File: src/rtl/inst_buf.sv
// Dual-wide in-order instruction queue between fetch and decode, flushed on redirect.
// Optional same-cycle fetch-to-decode bypass on an empty queue: define INST_BUF_BYPASS_EN.

`ifndef RV32_INST_WIDTH
`define RV32_INST_WIDTH 32
`endif
`ifndef RV32_DATA_WIDTH
`define RV32_DATA_WIDTH 32
`endif

module inst_buf #(
    parameter int DEPTH = 8
) (
    input  logic                        i_clk,
    input  logic                        i_rst_n,
    input  logic                        i_flush,
    input  logic                        i_enq_vld_0,
    input  logic                        i_enq_vld_1,
    input  logic [`RV32_INST_WIDTH-1:0] i_enq_inst_0,
    input  logic [`RV32_INST_WIDTH-1:0] i_enq_inst_1,
    input  logic [`RV32_DATA_WIDTH-1:0] i_enq_pc_0,
    input  logic [`RV32_DATA_WIDTH-1:0] i_enq_pc_1,
    output logic                        o_enq_rdy,
    output logic                        o_deq_vld_0,
    output logic                        o_deq_vld_1,
    output logic [`RV32_INST_WIDTH-1:0] o_deq_inst_0,
    output logic [`RV32_INST_WIDTH-1:0] o_deq_inst_1,
    output logic [`RV32_DATA_WIDTH-1:0] o_deq_pc_0,
    output logic [`RV32_DATA_WIDTH-1:0] o_deq_pc_1,
    input  logic                        i_deq_rdy_0,
    input  logic                        i_deq_rdy_1
);

    localparam int PTR_W  = $clog2(DEPTH);
    localparam int CNT_W  = PTR_W + 1;
    localparam int INST_W = `RV32_INST_WIDTH;
    localparam int PC_W   = `RV32_DATA_WIDTH;

    typedef logic [PTR_W-1:0] ptr_t;
    typedef logic [CNT_W-1:0] cnt_t;

    logic [INST_W-1:0] inst_mem [DEPTH];
    logic [PC_W-1:0]   pc_mem   [DEPTH];

    ptr_t head;
    ptr_t tail;
    cnt_t count;

    ptr_t head_1;
    ptr_t tail_1;

    logic       enq_ok;
    logic [1:0] enq_n;
    logic       deq0;
    logic       deq1;
    logic [1:0] deq_n;
    logic [1:0] wr_n;
    logic [1:0] rd_n;
    logic       wr_from_1;

    assign head_1 = head + ptr_t'(1);
    assign tail_1 = tail + ptr_t'(1);

    // Readiness looks only at registered occupancy, so a same-cycle dequeue never opens room.
    assign o_enq_rdy = (count <= cnt_t'(DEPTH - 2));

    // A lone slot-1 valid is malformed and is treated as no enqueue at all.
    assign enq_ok = o_enq_rdy & ~i_flush & i_enq_vld_0;
    assign enq_n  = enq_ok ? (i_enq_vld_1 ? 2'd2 : 2'd1) : 2'd0;

    always_comb begin
        o_deq_vld_0  = ~i_flush & (count != '0);
        o_deq_vld_1  = ~i_flush & (count >= cnt_t'(2));
        o_deq_inst_0 = inst_mem[head];
        o_deq_pc_0   = pc_mem[head];
        o_deq_inst_1 = inst_mem[head_1];
        o_deq_pc_1   = pc_mem[head_1];
`ifdef INST_BUF_BYPASS_EN
        if ((count == '0) && !i_flush) begin
            o_deq_vld_0  = i_enq_vld_0;
            o_deq_vld_1  = i_enq_vld_1;
            o_deq_inst_0 = i_enq_inst_0;
            o_deq_pc_0   = i_enq_pc_0;
            o_deq_inst_1 = i_enq_inst_1;
            o_deq_pc_1   = i_enq_pc_1;
        end
`endif
    end

    // Slot 1 is only ever taken together with slot 0 to keep decode in order.
    assign deq0  = o_deq_vld_0 & i_deq_rdy_0;
    assign deq1  = deq0 & o_deq_vld_1 & i_deq_rdy_1;
    assign deq_n = {1'b0, deq0} + {1'b0, deq1};

    always_comb begin
        wr_n      = enq_n;
        rd_n      = deq_n;
        wr_from_1 = 1'b0;
`ifdef INST_BUF_BYPASS_EN
        // Bypassed slots that decode took this cycle never land in storage.
        if ((count == '0) && !i_flush) begin
            wr_n      = enq_n - deq_n;
            rd_n      = 2'd0;
            wr_from_1 = deq0;
        end
`endif
    end

    always_ff @(posedge i_clk) begin
        if (wr_n != 2'd0) begin
            inst_mem[tail] <= wr_from_1 ? i_enq_inst_1 : i_enq_inst_0;
            pc_mem[tail]   <= wr_from_1 ? i_enq_pc_1   : i_enq_pc_0;
        end
        if (wr_n == 2'd2) begin
            inst_mem[tail_1] <= i_enq_inst_1;
            pc_mem[tail_1]   <= i_enq_pc_1;
        end
    end

    always_ff @(posedge i_clk or negedge i_rst_n) begin
        if (!i_rst_n) begin
            head  <= '0;
            tail  <= '0;
            count <= '0;
        end else if (i_flush) begin
            head  <= '0;
            tail  <= '0;
            count <= '0;
        end else begin
            head  <= head + ptr_t'(rd_n);
            tail  <= tail + ptr_t'(wr_n);
            count <= count + cnt_t'(wr_n) - cnt_t'(rd_n);
        end
    end

endmodule

File: config.mk
export PLATFORM = sky130hd
export DESIGN_NAME = inst_buf
export DESIGN_NICKNAME = d
export VERILOG_FILES = /design/src/rtl/inst_buf.sv
export SDC_FILE = /design/constraint.sdc
export NUM_CORES = 1
export LEC_CHECK = 0
export CORE_ASPECT_RATIO = 0.9
export CORE_UTILIZATION = 59
export DETAILED_ROUTE_END_ITERATION = 7
export GPL_ROUTABILITY_DRIVEN = 0
export GPL_TIMING_DRIVEN = 0
export PLACE_DENSITY = 0.84
export SYNTH_ARGS = -nofsm -noshare
export SYNTH_HDL_FRONTEND = slang
export SYNTH_SLANG_ARGS = --single-unit
File: constraint.sdc
create_clock -name i_clk -period 5.6 [get_ports i_clk]
set_input_delay 0.84 -clock i_clk [delete_from_list [all_inputs] [get_ports i_clk]]
set_output_delay 0.84 -clock i_clk [all_outputs]
set_load 0.03 [all_outputs]
* Yosys cells after proc, flatten, opt, wreduce, memory -nomap -nowiden *
Memories as Yosys holds them, arrays and structs flattened.
Index checks and enable logic that the tools add are counted.

word-level totals
  ROM bits = 0
  register bits = 10
  logic and storage cells = 34
  memories kept = 2
  output and inout port bits = 131
  bits in latches = 0
  bits of input ports = 135
  bits in writable memories = 512

cells by class
  eq/ne operators = 1
  multipliers = 0
  mux-type cells = 9
  add/sub/neg operators = 7
  divide/modulo/power cells = 0
  bitwise operators = 8
  shift operators = 0
  $lt $le $gt $ge = 2
  reductions and logical operators = 2

memory list
  memory    words  bits a word  read ports  clocked after Yosys merged registers in  wr ports  RTL line  text
  inst_mem  8      32           2           0                                        2         42        logic [INST_W-1:0] inst_mem [DEPTH];
  pc_mem    8      32           2           0                                        2         43        logic [PC_W-1:0] pc_mem [DEPTH];

operator list
  kind                   count
  $and A1 B1 Y1          7
  $add A3 B1 Y3 const B  2
  $add A3 B2 Y3          2
  $mux W3                2
  $add A4 B2 Y4          1
  $ge A4 B2 Y1 const B   1
  $le A4 B3 Y1 const B   1
  $mux W1                4
  $mux W2                2
  $mux W4                1
  $reduce_bool A4 Y1     1
  $sub A4 B2 Y4          1
  $add A1 B1 Y2          1
  $eq A2 B2 Y1 const B   1
  $reduce_bool A2 Y1     1
  $not A1 Y1             1

* Longest topological paths before layout *
  depth after elaboration = 8
  mapped depth = 14

* Least setup slack after synthesis *
No wires, ideal clock.

  path type = in2reg
  start = input i_enq_vld_0
  end = memory inst_mem[1][0] (netlist name) (enable)
  data required time = 5.093 ns
  cell stages on the path = 4
  slack = 0.552 ns
  arrival = 4.541 ns
  cells stage by stage = nor2b_1 nand3_1 buf_2 a21oi_1

RTL lines
  what         RTL line  text
  from (decl)  17        input logic i_enq_vld_0,
  to (decl)    42

* Final worst setup path *
  start = register head[1]
  end = output o_deq_pc_1[8]

on the way
  cells in the longest elaborated chain, start to end = 2

RTL lines
  what                    RTL line  text
  from (decl)             45        ptr_t head;
  from (signal assigned)  130       head <= head + ptr_t'(rd_n);
  $add A3 B1 Y3           61        assign head_1 = head + ptr_t'(1);
  $mem_v2 Z8 W32          -
  to (decl)               29        output logic [`RV32_DATA_WIDTH-1:0] o_deq_pc_1,

No other way between the ends.

==> run metrics <==
placed insts=2609; Post-CTS Repair Setup Buffers=0; # clock sinks=522; drt drc=0; die area=52500 um^2; finished layout cell area=36400 um^2; Core Rows=78; Fin Hold WS=0.564 ns; Lkg Pwr=12.0 nW; max-slew violation count=0; Hold Violations, Final=0; gr usage total=32.8%; CTS tree=done; core area=50700 um^2; first-pass GRT wire length=124000 um; grt total ovfl=0; clock skew=0.0125 ns; insertion delay to the later sink of the worst-skew pair=0.62 ns; DIE WIDTH=241 um; Cell Count, Final, Fillers Out=2717; Clk pin slew, worst setup/hold paths=0.06 ns; Primary FF master, synth=edfxtp_1; initial core utilization=60.1%; WS Path Type=flop to output pin; Syn Area/Cell=18.6 um^2; final worst-path cycle share=91.4%; CTS Buf Count=55; pin count of the biggest net entering global routing=25; Syn-to-layout area delta=19.6%; per-cell routed wire length=31.2 um; type of element launching the critical path=flop; Reg2Reg Capture Point=inst_mem[6][23]; Critical Path AT=4.28 ns; Reg-to-Reg Start=tail[1]; RSZ-0062 raised after global routing=no; Seq/Total Area, Yosys=51.4%; Finish-stage setup viols=0; crit path max fanout=10; Synth Register Bits=522; share of cells above drive strength 1=53.9%; synth unique cells=39; Syn Inst Count=1640; minimum clock period=5.12 ns; # IOs=266; pwr dens=374 nW/um^2; CTS Buffer Depth=3; # port buffers=265; CTS Hold Bufs=0; Max IR drop VDD=313 uV; CP Data Required Time=4.76 ns; FFs w/ async S/R, synth=1.92%; chip height=217 um; via count=18577; CP Launch Point=head[1]; Post-DRT Antenna Nets=0; relative slew slack=11.6%; Post-synth EDFFs=512; Max Freq=0.195 GHz; worst r2r path cells=7; number of global-route vias before repair=19561; max-cap viol count=0; Vias/cell=6.84; initial antenna violation count=15; CTS H-tree lvls=2; CP endpoint kind=output pin; Hold WC Path Type=input port to asynchronous set/reset pin; TritonRoute pass-1 iters=5; Setup crit end=o_deq_pc_1[8]; slew at the pin closest to its max-slew limit=1.32 ns; DR iter-0 viols=1970; Ys Warns=0; final-stage net count=2136; final wirelength=84800 um; status=complete, no violations; Root Buffer=clkbuf_16; dpl hpwl=54800 um; CTS resizes=0; reg-to-reg slack, setup=2.33 ns; Net Count, Synth=1790; Cell Area, Synth=30400 um^2; Post-DP Area=34500 um^2; Total Power=13.6 mW
stage by stage:
step,setup slack (ns),setup TNS (ns),util [%]
after detailed placement,1.25,0,68.2
after CTS,0.597,0,71.8
after floorplan,0.552,0,-
after global placement,-3.94,-1579.59,67.0
after global routing,0.466,0,71.8
final,0.480,0,71.8
cells in the final DEF, fill, tap and decap left out, drive strengths merged, types with 5 or more instances in the layout:
cell type,Yosys,layout
a21oi,5,5
buf,92,116
bufinv,0,6
clkbuf,34,103
clkdlybuf4s50,0,265
clkinv,0,20
dfrtp,10,10
diode,0,8
edfxtp,512,512
ha,11,11
inv,15,18
mux2,642,642
mux4,256,256
nand3,5,5
nand4,5,5
nor2,13,13
nor2b,6,6
kinds of logic (layout without fill, tap and decap cells):
| group | Yosys count | in the layout | synth area share, % |
|---|---|---|---|
| DFF | 522 | 522 | 51.4 |
| and+or+nand+nor | 46 | 46 | 1.04 |
| other | 0 | 8 | 0 |
| adders and majority gates | 15 | 15 | 0.716 |
| buffers and inverters | 141 | 530 | 2.98 |
| muxes | 898 | 898 | 43.5 |
| xor gates and xnor gates | 7 | 7 | 0.226 |
| AOI/OAI and AO/OA | 11 | 11 | 0.230 |
cell type report:
cell class,count,area (um^2)
buffer,126,851
tap,680,851
inverter,15,56.3
timing repair buffer,289,3190
antenna,8,20.0
clock buffer,69,1510
fill,3078,14300
sequential,522,15600
clock inverter,31,299
multi-input combinational,977,14000
synthesized netlist by cell type, drive strengths merged (6+ instances only):
cell type  number  area share, %
buf            92            2.4
dfrtp          10           0.82
mux2          642             25
ha             11           0.45
inv            15           0.19
nor2b           6           0.12
clkbuf         34           0.42
edfxtp        512             51
nor2           13           0.16
mux4          256             19
layer usage:
layer	share of wire, %	GRT usage [%]	vias to the layer above
met5	0.12	0	-
met4	2.7	10.8	16
met3	9.9	7.29	165
met2	50	54.0	1046
met1	38	43.3	9745
li1	-	-	7605
critical path, cell delays in order (launching register included):
cell	delay (ns)
dfrtp_1	0.46
ha_1	0.36
clkbuf_1	0.71
clkbuf_1	0.74
mux4_2	0.43
mux2_2	0.28
clkdlybuf4s50_1	0.68
how the worst min path moves through the flow:
stage                  from        to  slack, ns  cells after the start
floorplan           i_rst_n  count[0]       0.54                      0
finish              i_rst_n  count[3]       0.56                      1
CTS                 i_rst_n  count[3]       0.54                      1
global route        i_rst_n  count[3]       0.59                      1
detailed placement  tail[2]   tail[2]       0.67                      3
global placement    tail[2]   tail[2]       0.65                      3
state kept, by name, summed over array words and instances (netlist names):
signal    cells
tail          3
pc_mem      256
inst_mem    256
count         4
head          3
where the power goes:
group	total (mW)	internal [mW]	switching [mW]	leakage [nW]
combinational	5.36	2.52	2.84	6.32
sequential	4.52	4.45	0.0671	4.76
clock	3.73	2.18	1.56	0.888
Power figures use the tool's default switching activity.
